==> config.mk <==
export PLATFORM = sky130hd
export DESIGN_NAME = tagger_cfg_ctrl
export DESIGN_NICKNAME = d
export VERILOG_FILES = /design/src/rtl/tagger_cfg_ctrl.sv
export SDC_FILE = /design/constraint.sdc
export NUM_CORES = 1
export LEC_CHECK = 0
export ABC_AREA = 1
export BUFFER_PORTS_ARGS = -buffer_cell sky130_fd_sc_hd__buf_2
export CAP_MARGIN = 20
export CORE_MARGIN = 10
export CORE_UTILIZATION = 30
export DETAILED_ROUTE_END_ITERATION = 12
export GPL_TIMING_DRIVEN = 0
export PLACE_DENSITY_LB_ADDON = 0.15
export SLEW_MARGIN = 20
export SYNTH_ARGS = -nofsm -noshare
export SYNTH_HDL_FRONTEND = slang
export SYNTH_SLANG_ARGS = --single-unit
==> constraint.sdc <==
create_clock -name clk_i -period 2.7 [get_ports clk_i]
set_input_delay 0.27 -clock clk_i [delete_from_list [all_inputs] [get_ports clk_i]]
set_output_delay 0.27 -clock clk_i [all_outputs]
set_load 0.05 [all_outputs]
==> src/rtl/tagger_cfg_ctrl.sv <==
// Tagger partition-table programmer: turns one update command into register-bus writes.
// Define TAGGER_CFG_CTRL_READBACK_EN to add a read-back verification pass.
module tagger_cfg_ctrl #(
    parameter int          ADDR_WIDTH   = 64,
    parameter int          MAXPARTITION = 16,
    parameter int          PATID_LEN    = 8,
    parameter logic [31:0] REG_BASE     = 32'h0
) (
    input  logic                            clk_i,
    input  logic                            rst_ni,
    input  logic                            cmd_valid_i,
    output logic                            cmd_ready_o,
    input  logic [$clog2(MAXPARTITION):0]   cmd_idx_i,
    input  logic [ADDR_WIDTH-1:0]           cmd_addr_i,
    input  logic [PATID_LEN-1:0]            cmd_patid_i,
    input  logic [1:0]                      cmd_conf_i,
    output logic                            busy_o,
    output logic                            done_o,
    output logic                            err_o,
    output logic                            reg_valid_o,
    output logic                            reg_write_o,
    output logic [31:0]                     reg_addr_o,
    output logic [31:0]                     reg_wdata_o,
    output logic [3:0]                      reg_wstrb_o,
    input  logic                            reg_ready_i,
    input  logic [31:0]                     reg_rdata_i,
    input  logic                            reg_error_i
);

    localparam int IW = $clog2(MAXPARTITION) + 1;

`ifdef TAGGER_CFG_CTRL_READBACK_EN
    typedef enum logic [2:0] {
        S_IDLE, S_CHECK, S_WRITE, S_READ, S_RESP
    } state_t;
`else
    typedef enum logic [2:0] {
        S_IDLE, S_CHECK, S_WRITE, S_RESP
    } state_t;
`endif

    state_t                r_state;
    logic [IW-1:0]         r_idx;
    logic [ADDR_WIDTH-1:0] r_addr;
    logic [PATID_LEN-1:0]  r_patid;
    logic [1:0]            r_conf;
    logic [1:0]            r_beat;
    logic                  r_last;
    logic                  r_done;
    logic                  r_err;
    logic                  r_reg_valid;
    logic                  r_reg_write;
    logic [31:0]           r_reg_addr;
    logic [31:0]           r_reg_wdata;
    logic [3:0]            r_reg_wstrb;

    logic [63:0] w_addr_ext;
    logic [31:0] w_beat_addr;
    logic [31:0] w_beat_data;
    logic        w_idx_bad;

    assign w_addr_ext  = 64'(r_addr);
    assign w_beat_addr = REG_BASE + (32'(r_idx) << 4) + {28'd0, r_beat, 2'b00};
    assign w_idx_bad   = 32'(r_idx) >= 32'(MAXPARTITION);

    always_comb begin
        w_beat_data = '0;
        unique case (r_beat)
            2'd0:    w_beat_data = w_addr_ext[31:0];
            2'd1:    w_beat_data = w_addr_ext[63:32];
            2'd2:    w_beat_data = 32'(r_patid);
            default: w_beat_data = {30'd0, r_conf};
        endcase
    end

`ifdef TAGGER_CFG_CTRL_READBACK_EN
    localparam logic [63:0] HI_MASK  = (64'd1 << (ADDR_WIDTH - 32)) - 64'd1;
    localparam logic [63:0] PID_MASK = (64'd1 << PATID_LEN) - 64'd1;

    logic [31:0] w_mask;
    logic        w_rd_bad;

    // Unimplemented upper bits may read back as anything.
    always_comb begin
        w_mask = '0;
        unique case (r_beat)
            2'd0:    w_mask = 32'hFFFF_FFFF;
            2'd1:    w_mask = HI_MASK[31:0];
            2'd2:    w_mask = PID_MASK[31:0];
            default: w_mask = 32'h0000_0003;
        endcase
    end

    assign w_rd_bad = reg_error_i || ((reg_rdata_i & w_mask) != w_beat_data);
`else
    logic w_unused;
    assign w_unused = ^reg_rdata_i;
`endif

    always_ff @(posedge clk_i or negedge rst_ni) begin
        if (!rst_ni) begin
            r_state     <= S_IDLE;
            r_idx       <= '0;
            r_addr      <= '0;
            r_patid     <= '0;
            r_conf      <= '0;
            r_beat      <= '0;
            r_last      <= 1'b0;
            r_done      <= 1'b0;
            r_err       <= 1'b0;
            r_reg_valid <= 1'b0;
            r_reg_write <= 1'b0;
            r_reg_addr  <= '0;
            r_reg_wdata <= '0;
            r_reg_wstrb <= '0;
        end else begin
            r_done <= 1'b0;
            r_err  <= 1'b0;
            unique case (r_state)
                S_IDLE: begin
                    if (cmd_valid_i) begin
                        r_idx   <= cmd_idx_i;
                        r_addr  <= cmd_addr_i;
                        r_patid <= cmd_patid_i;
                        r_conf  <= cmd_conf_i;
                        r_beat  <= '0;
                        r_last  <= 1'b0;
                        r_state <= S_CHECK;
                    end
                end
                S_CHECK: begin
                    if (w_idx_bad) begin
                        r_err   <= 1'b1;
                        r_state <= S_RESP;
                    end else begin
                        r_state     <= S_WRITE;
                        r_reg_valid <= 1'b1;
                        r_reg_write <= 1'b1;
                        r_reg_addr  <= w_beat_addr;
                        r_reg_wdata <= w_beat_data;
                        r_reg_wstrb <= 4'hF;
                    end
                end
                S_WRITE: begin
                    if (r_reg_valid) begin
                        if (reg_ready_i) begin
                            r_reg_valid <= 1'b0;
                            r_reg_write <= 1'b0;
                            r_reg_addr  <= '0;
                            r_reg_wdata <= '0;
                            r_reg_wstrb <= '0;
                            if (reg_error_i) begin
                                r_err   <= 1'b1;
                                r_state <= S_RESP;
                            end else begin
                                r_beat <= r_beat + 2'd1;
                                r_last <= (r_beat == 2'd3);
                            end
                        end
                    end else if (r_last) begin
                        r_last <= 1'b0;
`ifdef TAGGER_CFG_CTRL_READBACK_EN
                        r_state     <= S_READ;
                        r_reg_valid <= 1'b1;
                        r_reg_addr  <= w_beat_addr;
`else
                        r_done  <= 1'b1;
                        r_state <= S_RESP;
`endif
                    end else begin
                        r_reg_valid <= 1'b1;
                        r_reg_write <= 1'b1;
                        r_reg_addr  <= w_beat_addr;
                        r_reg_wdata <= w_beat_data;
                        r_reg_wstrb <= 4'hF;
                    end
                end
`ifdef TAGGER_CFG_CTRL_READBACK_EN
                S_READ: begin
                    if (r_reg_valid) begin
                        if (reg_ready_i) begin
                            r_reg_valid <= 1'b0;
                            r_reg_addr  <= '0;
                            if (w_rd_bad) begin
                                r_err   <= 1'b1;
                                r_state <= S_RESP;
                            end else begin
                                r_beat <= r_beat + 2'd1;
                                r_last <= (r_beat == 2'd3);
                            end
                        end
                    end else if (r_last) begin
                        r_last  <= 1'b0;
                        r_done  <= 1'b1;
                        r_state <= S_RESP;
                    end else begin
                        r_reg_valid <= 1'b1;
                        r_reg_addr  <= w_beat_addr;
                    end
                end
`endif
                S_RESP:  r_state <= S_IDLE;
                default: r_state <= S_IDLE;
            endcase
        end
    end

    assign cmd_ready_o = (r_state == S_IDLE);
    assign busy_o      = (r_state != S_IDLE);
    assign done_o      = r_done;
    assign err_o       = r_err;
    assign reg_valid_o = r_reg_valid;
    assign reg_write_o = r_reg_write;
    assign reg_addr_o  = r_reg_addr;
    assign reg_wdata_o = r_reg_wdata;
    assign reg_wstrb_o = r_reg_wstrb;

endmodule

==> results of run 1 <==
-- path summary, 6_finish.rpt --
kind / slack (ps) / cells after the start / end
setup / recovery: 660 / 6 / r_addr[41]$_DFFE_PN0P_
hold / removal: 70 / 2 / r_addr[21]$_DFFE_PN0P_
setup reg to reg: 660 / 6 / r_addr[41]$_DFFE_PN0P_
hold reg to reg: 460 / 2 / reg_addr_o[4]$_DFFE_PN0P_
max in group asynchronous: 1640 / 3 / r_addr[47]$_DFFE_PN0P_
min in group asynchronous: 320 / 2 / r_idx[1]$_DFFE_PN0P_
-- cells in the final DEF, fill, tap and decap left out --
cell type	n
a21oi_1	31
bufinv_16	3
inv_1	24
buf_16	1
nand3_1	9
ha_1	9
clkinvlp_4	2
clkbuf_16	17
buf_8	1
o21a_1	1
nand3_2	2
inv_6	3
buf_2	141
buf_6	3
dfrtp_1	127
conb_1	25
dlygate4sd3_1	1
o21ai_0	8
mux2_2	79
buf_4	30
clkbuf_1	14
nor2_2	1
o211ai_1	1
nand2_1	214
clkinv_4	6
nor2_1	9
-- stage by stage --
step / hold slack, ps / setup TNS (ps) / utilization (%) / cell area [um2] / cells
2_1_floorplan: -25.6 / 0 / - / 5840 / 596
3_3_place_gp: 447 / -41630 / 36.2 / 6790 / 962
3_5_place_dp: 187 / 0 / 36.4 / 6830 / 963
4_1_cts: 51.4 / 0 / 39.7 / 7450 / 996
5_1_grt: 53.5 / 0 / 39.7 / 7450 / 996
6_report: 74.5 / 0 / 39.7 / 7450 / 996
-- flip-flops by register name, summed over array words and instances (netlist names) --
signal / count
done_o: 1
r_patid: 8
reg_wstrb_o: 1
reg_wdata_o: 32
reg_valid_o: 1
reg_addr_o: 7
r_last: 1
r_beat: 2
r_conf: 2
err_o: 1
r_idx: 5
r_addr: 64
r_state: 2
-- worst register-to-register path, stage by stage (launching register included) --
cell,delay (ps)
dfrtp_1,380
inv_1,90
ha_1,260
nand2_1,260
buf_2,350
buf_6,230
mux2_2,350
-- kinds of logic (layout without fill, tap and decap cells) --
logic type               Yosys count  after routing  synth area share (%)
adder cells (fa/ha/maj)            9              9                  1.96
buffers and inverters             80            246                  7.79
AO/OA/AOI/OAI                     41             41                  3.66
flip-flops                       127            127                  55.3
AND/OR/NAND/NOR                  235            235                  15.8
other                              1             25                0.0652
multiplexers                      79             79                  15.5
-- power by group through the flow --
stage,logic [mW],clock network [mW],registers [mW]
after global routing,5.72,2.52,3.48
after detailed placement,5.21,0,3.40
after global placement,5.13,0,3.36
after CTS,5.23,2.45,3.37
after floorplan,2.93,0,4.21
final,5.12,2.38,3.36
-- layer usage --
layer	GRT usage, %	share of wire [%]
met5	0	0
met4	4.72	1.1
met3	4.61	7.3
met2	21.3	47
met1	16.8	45
-- cell type report --
cell class | count | share of cell area [%]
timing repair buffer | 134 | 9.50
inverter | 24 | 1.21
buffer | 56 | 4.80
tap | 234 | 3.93
clock inverter | 14 | 2.47
multi-input combinational | 389 | 29.7
clock buffer | 18 | 5.76
sequential | 127 | 42.6
-- repair_timing --
action                    CTS  global route
gates resized for setup     0             0
hold endpoints to repair   43             0
hold buffers                1             0
==> flow_summary.json, run 1 <==
{
  "dieArea_um2": 25100,
  "hpwl_um": 12200,
  "setup_slack_ps": 657,
  "async_reset_ff_share_pct": 100,
  "max_cap_violations": 0,
  "hold_class": "in -> reg",
  "grt_max_degree": 85,
  "finalSetupViolCount": 0,
  "p_leak_nw": 3.88,
  "seq_power_share_pct": 30.9,
  "multiInputGateArea_um2": 2210,
  "cts.path.max_buffers": 2,
  "ys_top_cells_by_count": "214 x nand2_1, 127 x dfrtp_1, 79 x mux2_2",
  "clock-sinks": 127,
  "slowest_delay_ps": 380,
  "track_usage_pct": 13.5,
  "syn_avg_cell_area_um2": 10.1,
  "fmax_mhz": 490,
  "cp_slowest_cell": "dfrtp_1",
  "cts-root-buf": "clkbuf_16",
  "drtIter0Drc": 206,
  "peakVddDrop_uv": 461,
  "cts.reportedPaths.clkPinSlew_ps": 60,
  "synth_enable_flop_cells": 0,
  "grt_pass1_wl_um": 25900,
  "slew_headroom_pct": 60.9,
  "path_class": "reg -> reg",
  "die_y_um": 158,
  "critical_path_required_ps": 3000,
  "cp_cell_sequence": "inv_1 > ha_1 > nand2_1 > buf_2 > buf_6 > mux2_2",
  "dr.pass1.iters": 6,
  "routedWlPerCell_um": 16.5,
  "start_kind": "flip-flop",
  "initial_utilization_pct": 30.6,
  "fillerInstances": 1926,
  "htreeDepth": 4,
  "synth_ff_type": "dfrtp_1",
  "yosysTopAreaCell": "dfrtp_1",
  "arrival_ps": 2350,
  "routabilityCongestion": 0.726,
  "startpoint": "r_state[0]$_DFFE_PN0P_",
  "outcome": "complete, no violations",
  "synth_cell_types": 18,
  "yosys_warnings": 0,
  "ys_ff_latch": 127,
  "pwr-share-comb_pct": 47.2,
  "antenna_left": 0,
  "antenna_found_initial": 0,
  "maxSlewViolCount": 0,
  "tightest_slew_ps": 587,
  "ioPinCount": 190,
  "register_area_um2": 3180,
  "yosysMostFrequentCell": "nand2_1",
  "overflow": 0,
  "power.share.clock_pct": 21.9,
  "critPathBufInv": 3,
  "post-route-period-util_pct": 75.7,
  "synth_seq_area_share_pct": 55.3,
  "clkLatencyLatePin_ps": 420,
  "crit_family": "buffers and inverters",
  "io_buffers": 132,
  "antenna_cells": 0,
  "hold_violations": 0,
  "final_nets": 874,
  "die_x_um": 158,
  "cts_buffers": 17,
  "finalCriticalPeriod_ps": 2040,
  "drive_gt1_share_pct": 37.9,
  "power_mw": 10.9,
  "netlist_instances": 572,
  "p_per_area_nw_per_um2": 1460,
  "syn_area_um2": 5750,
  "rows": 50,
  "num_vias": 4332,
  "internal_power_mw": 6.07,
  "pre_cts_ws_ps": 609,
  "worst_hold_startpoint": "cmd_addr_i[21]",
  "finClkSkew_ps": 6.23,
  "grt_pass1_vias": 4755,
  "synthTopCellsByArea": "dfrtp_1 55%, mux2_2 15%, nand2_1 14%",
  "cts_setup_buffers": 0,
  "vias_per_cell": 4.35,
  "p_sw_mw": 4.80,
  "cts_tree": "done",
  "synth_top_area_share_pct": 55.3,
  "end_kind": "flip-flop",
  "rsz0062_at_grt": "no",
  "crit_fanout": 10,
  "syn_to_final_growth_pct": 29.6,
  "remaining_drc_errors": 0,
  "drt_wl_total_um": 16500,
  "r2r-start": "r_state[0]$_DFFE_PN0P_",
  "coreArea_um2": 18800,
  "switching_share_pct": 44.2
}
(Power assumes the default switching activity.)
==> run 2, diff against run 1 <==
- clock period: 2.7 -> 2.1 ns (I/O delays scaled with it)
==> flow_summary.json, run 2 (synthesized netlist as in run 1, its figures left out) <==
{
  "finClkSkew_ps": 6.40,
  "fmax_mhz": 512,
  "cts.path.max_buffers": 2,
  "htreeDepth": 4,
  "clkLatencyLatePin_ps": 420,
  "multiInputGateArea_um2": 2220,
  "io_buffers": 132,
  "cp_cell_sequence": "inv_1 > ha_1 > nand2_1 > buf_4 > buf_6 > mux2_2",
  "initial_utilization_pct": 30.6,
  "routedWlPerCell_um": 16.3,
  "end_kind": "flip-flop",
  "syn_to_final_growth_pct": 32.4,
  "start_kind": "flip-flop",
  "largest_reg_flops": 64,
  "cts.reportedPaths.clkPinSlew_ps": 60,
  "crit_fanout": 10,
  "drt_wl_total_um": 16500,
  "remaining_drc_errors": 0,
  "p_per_area_nw_per_um2": 1850,
  "fillerInstances": 1916,
  "slowest_delay_ps": 380,
  "vias_per_cell": 4.35,
  "final_nets": 888,
  "antenna_left": 0,
  "maxSlewViolCount": 0,
  "p_leak_nw": 3.96,
  "largest_register": "r_addr",
  "grt_pass1_vias": 4787,
  "finalCriticalPeriod_ps": 1950,
  "arrival_ps": 2250,
  "rsz0062_at_grt": "no",
  "slew_headroom_pct": 61.6,
  "track_usage_pct": 13.5,
  "antenna_found_initial": 0,
  "final_core_util_pct": 40.6,
  "post-route-period-util_pct": 92.9,
  "layout_commonest_cell": "nand2_1",
  "cts_tree": "done",
  "outcome": "complete, no violations",
  "die_x_um": 158,
  "cp_slowest_cell": "dfrtp_1",
  "register_area_um2": 3180,
  "hpwl_um": 12200,
  "overflow": 0,
  "pre_cts_ws_ps": 8.90,
  "layout_common_cells": "214 x nand2_1, 140 x buf_2, 127 x dfrtp_1",
  "clock-sinks": 127,
  "max_cap_violations": 0,
  "die_y_um": 158,
  "hold_ws_ps": 22.5,
  "antenna_cells": 0,
  "coreArea_um2": 18800,
  "tightest_slew_ps": 576,
  "drtIter0Drc": 198,
  "drive_gt1_share_pct": 38.0,
  "power_mw": 14.1,
  "rows": 50,
  "cts_buffers": 17,
  "setup_slack_ps": 149,
  "hold_class": "in -> reg",
  "dr.pass1.iters": 5,
  "hold_violations": 0,
  "grt_max_degree": 85,
  "routabilityCongestion": 0.726,
  "peakVddDrop_uv": 599,
  "grt_pass1_wl_um": 26000,
  "cts-root-buf": "clkbuf_16",
  "num_vias": 4390,
  "ioPinCount": 190,
  "dieArea_um2": 25100,
  "critical_path_required_ps": 2400,
  "finalSetupViolCount": 0,
  "path_class": "reg -> reg"
}
==> run 2: cell count changes in the layout (fill, tap and decap cells not counted), sizes merged <==
cell and delta:
buf +1, clkbuf -1, dlygate4sd3 +14
==> run 2: cell type report <==
| type | count | share of cell area (%) |
|---|---|---|
| buffer | 55 | 4.81 |
| inverter | 24 | 1.18 |
| timing repair buffer | 149 | 11.2 |
| clock inverter | 14 | 2.41 |
| multi-input combinational | 389 | 29.1 |
| sequential | 127 | 41.7 |
| clock buffer | 18 | 5.63 |
| tap | 234 | 3.84 |
==> run 2: what timing repair did <==
item | 4_1_cts | 5_1_grt
hold buffers | 15 | 0
setup endpoints to repair | 6 | 15
pin swaps | 0 | 1
setup buffers | 0 | 1
resized for setup | 1 | 12
hold endpoints to repair | 57 | 0
==> run 2: worst max-delay path, delay by kind of cell (launching register included) <==
family	cells	cell delay (ps)
adder cells (fa/ha/maj)	1	260
AND/OR/NAND/NOR	1	270
multiplexers	1	350
flip-flops	1	380
buffers and inverters	3	570
==> run 2: final timing paths <==
| kind | start | endpoint | slack [ps] | depth (start not counted) |
|---|---|---|---|---|
| worst min-delay path | cmd_addr_i[3] | r_addr[3]$_DFFE_PN0P_ | 20 | 2 |
| worst min register to register | r_idx[0]$_DFFE_PN0P_ | reg_addr_o[4]$_DFFE_PN0P_ | 460 | 2 |
| max in group asynchronous | rst_ni | r_addr[47]$_DFFE_PN0P_ | 1100 | 3 |
| min in group asynchronous | rst_ni | r_idx[1]$_DFFE_PN0P_ | 260 | 2 |
| worst max register to register | r_state[0]$_DFFE_PN0P_ | r_addr[41]$_DFFE_PN0P_ | 150 | 6 |
| worst max-delay path | r_state[0]$_DFFE_PN0P_ | r_addr[41]$_DFFE_PN0P_ | 150 | 6 |
==> run 2: where the power goes <==
part	leakage [nW]	internal (mW)	total, mW	switching, mW
Clock	0.292	1.89	3.06	1.17
Combinational	2.13	2.31	6.69	4.38
Sequential	1.54	3.68	4.32	0.640
Total	3.96	7.87	14.1	6.19
==> run 2: routing by layer <==
| metal | vias up | GRT usage, % | share of wire [%] |
|---|---|---|---|
| met5 | - | 0 | 0 |
| met1 | 2087 | 17.0 | 46 |
| met4 | 0 | 4.72 | 1.1 |
| met3 | 16 | 4.32 | 6.7 |
| met2 | 125 | 21.4 | 47 |
| li1 | 2162 | - | - |
==> run 2: through the flow <==
stage / instance area (um2) / std cells / setup TNS [ps]
finish: 7620 / 1010 / 0
global route: 7620 / 1010 / 0
CTS: 7600 / 1010 / 0
detailed placement: 6830 / 963 / 0
global placement: 6790 / 962 / -110210
floorplan: 5840 / 596 / 0
